`config.mk`:
```
export PLATFORM = sky130hd
export DESIGN_NAME = tx_arbiter
export DESIGN_NICKNAME = d
export VERILOG_FILES = /design/src/rtl/tx_arbiter.sv
export SDC_FILE = /design/constraint.sdc
export NUM_CORES = 1
export LEC_CHECK = 0
export ABC_CLOCK_PERIOD_IN_PS = 5300
export BUFFER_PORTS_ARGS = -buffer_cell sky130_fd_sc_hd__clkbuf_2
export CORE_MARGIN = 3
export CORE_UTILIZATION = 52
export DETAILED_ROUTE_END_ITERATION = 10
export PLACE_DENSITY = 0.85
export SYNTH_ARGS = -nofsm -noshare
export SYNTH_HDL_FRONTEND = slang
export SYNTH_SLANG_ARGS = --single-unit
```
`constraint.sdc`:
```
create_clock -name clock -period 5.3 [get_ports clock]
set_input_delay 0.795 -clock clock [delete_from_list [all_inputs] [get_ports clock]]
set_output_delay 0.795 -clock clock [all_outputs]
set_load 0.02 [all_outputs]
```
`src/rtl/tx_arbiter.sv`:
```
// tx_arbiter
// Round-robin arbiter that shares one transmitter among N_REQ requesters.
// A granted requester's address is latched and presented to the transmitter
// with a single start pulse. The arbiter then waits for ready, or aborts
// after TIMEOUT wait cycles, and finally returns a one-cycle ack pulse.
//
// Ports
//   clock        rising-edge clock
//   reset        asynchronous, active-low reset
//   req          level request per requester, held until ack
//   req_addr     packed addresses, slice i belongs to requester i
//   ack          one-cycle completion pulse to the granted requester
//   timeout      one-cycle pulse alongside ack when the transfer aborted
//   start        one-cycle start pulse to the transmitter
//   address_bus  latched address while busy, 0 when idle
//   ready        transmitter completion, sampled only in WAIT
//   busy         high whenever the FSM is not in IDLE
//   grant_id     index of the current or last granted requester
//
// state | meaning
// ------+----------------------------------------------------------
// IDLE  | no transfer; arbitrate among req on every edge
// ISSUE | start pulse, address_bus driven, wait counter cleared
// WAIT  | wait for ready, or abort once the counter hits TIMEOUT-1
// DONE  | ack (plus timeout if aborted), advance rr_ptr
module tx_arbiter #(
    parameter int N_REQ      = 4,
    parameter int ADDR_WIDTH = 8,
    parameter int TIMEOUT    = 64,
    localparam int GW        = (N_REQ > 1) ? $clog2(N_REQ) : 1,
    localparam int CW        = (TIMEOUT > 1) ? $clog2(TIMEOUT) : 1
) (
    input  logic                        clock,
    input  logic                        reset,
    input  logic [N_REQ-1:0]            req,
    input  logic [N_REQ*ADDR_WIDTH-1:0] req_addr,
    output logic [N_REQ-1:0]            ack,
    output logic                        timeout,
    output logic                        start,
    output logic [ADDR_WIDTH-1:0]       address_bus,
    input  logic                        ready,
    output logic                        busy,
    output logic [GW-1:0]               grant_id
);

    localparam logic [1:0] S_IDLE  = 2'd0;
    localparam logic [1:0] S_ISSUE = 2'd1;
    localparam logic [1:0] S_WAIT  = 2'd2;
    localparam logic [1:0] S_DONE  = 2'd3;

    localparam int GW1 = GW + 1;

    logic [1:0]            state;
    logic [GW-1:0]         rr_ptr;
    logic [CW-1:0]         cnt;
    logic                  abort;
    logic [ADDR_WIDTH-1:0] addr_q;

    logic                  pick_valid;
    logic [GW-1:0]         pick_id;
    logic [GW1-1:0]        idx;
    logic [GW-1:0]         rr_next;

    // Scan from the highest offset down so the requester closest to rr_ptr
    // is the last (and therefore winning) assignment.
    always_comb begin
        pick_valid = 1'b0;
        pick_id    = '0;
        idx        = '0;
        for (int k = N_REQ - 1; k >= 0; k--) begin
            idx = {1'b0, rr_ptr} + GW1'(k);
            if (idx >= GW1'(N_REQ)) begin
                idx = idx - GW1'(N_REQ);
            end
            if (req[idx[GW-1:0]]) begin
                pick_valid = 1'b1;
                pick_id    = idx[GW-1:0];
            end
        end
    end

    always_comb begin
        if (grant_id == GW'(N_REQ - 1)) begin
            rr_next = '0;
        end else begin
            rr_next = grant_id + GW'(1);
        end
    end

    always_ff @(posedge clock or negedge reset) begin
        if (!reset) begin
            state    <= S_IDLE;
            grant_id <= '0;
            addr_q   <= '0;
            rr_ptr   <= '0;
            cnt      <= '0;
            abort    <= 1'b0;
        end else begin
            case (state)
                S_IDLE: begin
                    if (pick_valid) begin
                        grant_id <= pick_id;
                        addr_q   <= req_addr[int'(pick_id)*ADDR_WIDTH +: ADDR_WIDTH];
                        state    <= S_ISSUE;
                    end
                end
                S_ISSUE: begin
                    cnt   <= '0;
                    abort <= 1'b0;
                    state <= S_WAIT;
                end
                S_WAIT: begin
                    // ready wins over a coincident terminal count
                    if (ready) begin
                        abort <= 1'b0;
                        state <= S_DONE;
                    end else if (cnt == CW'(TIMEOUT - 1)) begin
                        abort <= 1'b1;
                        state <= S_DONE;
                    end else begin
                        cnt <= cnt + CW'(1);
                    end
                end
                S_DONE: begin
                    rr_ptr <= rr_next;
                    state  <= S_IDLE;
                end
                default: state <= S_IDLE;
            endcase
        end
    end

    // Outputs decode the registered state only, so reset clears them
    // immediately through the asynchronous state reset.
    assign busy        = (state != S_IDLE);
    assign start       = (state == S_ISSUE);
    assign timeout     = (state == S_DONE) && abort;
    assign address_bus = (state == S_IDLE) ? '0 : addr_q;

    always_comb begin
        ack = '0;
        for (int i = 0; i < N_REQ; i++) begin
            ack[i] = (state == S_DONE) && (grant_id == GW'(i));
        end
    end

endmodule

```
==> reports/metrics.cfg <==
[outcome]
status = finished clean

[setup_path]
rrSetupSlack_ns = 3.10
critPathLaunchType = flip-flop
required_ns = 4.51
cp-end-kind = output pin
worstPathArrival_ns = 1.59
r2r_end = addr_q[1]$_DFFE_PN0P_
worstSetupPathType = flip-flop to output pin
worst_r2r_path_depth = 5
r2r_start = state[0]$_DFFE_PN0P_
crit_fanout = 12

[global_routing]
grt_start_max_net_pins = 22
grt_pass1_vias = 1318
antenna_found_initial = 0
grtUsageTotal = 0.204
grt_pass1_wl_um = 5410
grt_remaining_overflow = 0

[clock_tree]
path_clk_slew_ns = 0.12
cts-root-buf = clkbuf_4
clk_latency_ns = 0.31
cts_buffers = 3
cts_tree = built
cts_buffer_depth = 2
htree_levels = 1
cts_setup_buffers = 0
ctsHoldBuffers = 0
cts_sinks = 21
cts_resized = 0

[yosys]
syn_avg_cell_area_um2 = 9.40
yosysTopAreaCellShare = 0.378
syn_area_mm2 = 0.00139
synth_cells = 148
netlist_top_cells_area = dfrtp_1 38%, mux2i_1 12%, ha_1 8.1%
ys_types = 34
yosys_warnings = 0
syn-num-nets = 196
async_flop_share = 1.00
synth_ff_type = dfrtp_1
yosysTopAreaCell = dfrtp_1
yosys-top-cells-count = 21 x dfrtp_1, 21 x nand2_1, 16 x mux2i_1
synth-edff-count = 0
yosysSeqAreaShare = 0.378
synth_seq_cells = 21

[sta]
rsz0062_at_grt = false
finalCritPeriodShare = 0.450
period_needed_ns = 2.38
slew_headroom = 0.296
worst_pin_slew_ns = 1.06
fin_setup_tns_ns = 0
slew_violations = 0
skew_ns = 0.00128
fmax_ghz = 0.420
final-hold-violation-count = 0
setup_viol = 0

[final_layout]
fill_cells = 217
area_growth_pct = 21.0
nets = 249
drive_gt1_frac = 0.305
n_antenna_cell = 0
design_area_mm2 = 0.00168

[pwr]
seq_power_share = 0.313
p_sw_frac = 0.477
p_per_area_mw_per_mm2 = 495
p_int_mw = 0.436
p_comb_frac = 0.591
power_mw = 0.834
switchingPower_mw = 0.398
clockPowerShare = 0.097
power.leakage_nw = 0.919
ir_worst_vdd_v = 0.000316

[die]
num_io_pins = 56
die_area_mm2 = 0.00333
start_util = 0.557
die_height_um = 57.7
die_w_um = 57.7
std_cell_rows = 18
core-area_mm2 = 0.00250

[run]
drv_cap = 0

[drt]
drtIter0Drc = 66
drc = 0
num_vias = 1307
wl_per_cell_um = 13.9
wl_um = 3200
drtAntennaViolNets = 0
via_per_inst = 5.68
dr.pass1.iters = 4

[placement]
portBuffers = 55
place_congestion = 0.776
placed_area_mm2 = 0.00166
hpwlAfterDp_um = 2460

[hold_path]
min_path_type = input pin to async pin

[worst max-delay path by stage]
stage                         start               endpoint  slack, ns  cells past startpoint
6_report       state[0]$_DFFE_PN0P_         address_bus[4]       2.92                      4
5_1_grt        state[1]$_DFFE_PN0P_         address_bus[4]       2.82                      4
4_1_cts        state[0]$_DFFE_PN0P_         address_bus[4]       2.92                      4
3_5_place_dp                 req[1]  addr_q[1]$_DFFE_PN0P_       2.66                      5
3_3_place_gp                 req[1]  addr_q[6]$_DFFE_PN0P_       2.86                      5
2_1_floorplan  state[0]$_DFFE_PN0P_         address_bus[0]       3.34                      4
[layout make-up]
class / count / area (um^2) / area share
inverter: 10 / 37.5 / 0.0223
multi-input combinational: 110 / 782 / 0.464
sequential: 21 / 526 / 0.312
tap: 30 / 37.5 / 0.0223
timing repair buffer: 55 / 275 / 0.163
clock buffer: 4 / 26.3 / 0.0156
[power groups by stage]
stage / sequential, mW / clock (mW) / combinational, mW
2_1_floorplan: 0.259 / 0 / 0.380
3_3_place_gp: 0.259 / 0 / 0.480
3_5_place_dp: 0.264 / 0 / 0.496
4_1_cts: 0.261 / 0.0815 / 0.497
5_1_grt: 0.268 / 0.0891 / 0.552
6_report: 0.261 / 0.0807 / 0.493
[cells by family after synthesis]
kind of cell,after synthesis,synth area share
adders and majority gates,9,0.0809
AOI/OAI and AO/OA,36,0.187
buffers and inverters,17,0.0647
DFF,21,0.378
and+or+nand+nor,47,0.162
xor gates and xnor gates,2,0.0126
muxes,16,0.115
[per-stage QoR]
| step | util | std cells | hold slack (ns) | setup slack [ns] |
|---|---|---|---|---|
| 2_1_floorplan | - | 148 | 0.448 | 3.34 |
| 3_3_place_gp | 0.663 | 226 | 0.463 | 2.86 |
| 3_5_place_dp | 0.663 | 226 | 0.469 | 2.66 |
| 4_1_cts | 0.674 | 230 | 0.463 | 2.92 |
| 5_1_grt | 0.674 | 230 | 0.468 | 2.82 |
| 6_report | 0.674 | 230 | 0.447 | 2.92 |
[sequential cells by signal, indices dropped and copies added, names as in the netlist]
| signal | flops |
|---|---|
| addr_q | 8 |
| abort | 1 |
| grant_id | 2 |
| state | 2 |
| rr_ptr | 2 |
| cnt | 6 |
[critical path, stage by stage (launching register included)]
cell and delay [ns]:
dfrtp_1 0.43, inv_1 0.10, ha_1 0.44, nor2b_1 0.13, clkbuf_2 0.18
[layout by cell type (no fill, tap or decap), drive strengths merged, types with 3 or more instances in the layout]
| cell | count |
|---|---|
| clkbuf | 59 |
| nand2 | 21 |
| dfrtp | 21 |
| mux2i | 16 |
| inv | 10 |
| ha | 9 |
| nor2b | 8 |
| o21ai | 8 |
| o221ai | 8 |
| nor2 | 6 |
| and2 | 5 |
| a31oi | 4 |
| a21oi | 3 |
| a22o | 3 |
[layer usage]
metal | global-route usage | share of wire | vias up | routed length (um)
li1 | - | - | 632 | -
met1 | 0.244 | 0.40 | 627 | 1300
met2 | 0.368 | 0.52 | 41 | 1680
met3 | 0.0267 | 0.054 | 7 | 174
met4 | 0.0828 | 0.018 | 0 | 57
met5 | 0 | 0 | - | 0
Note: power is estimated with default switching activity, not from simulation.
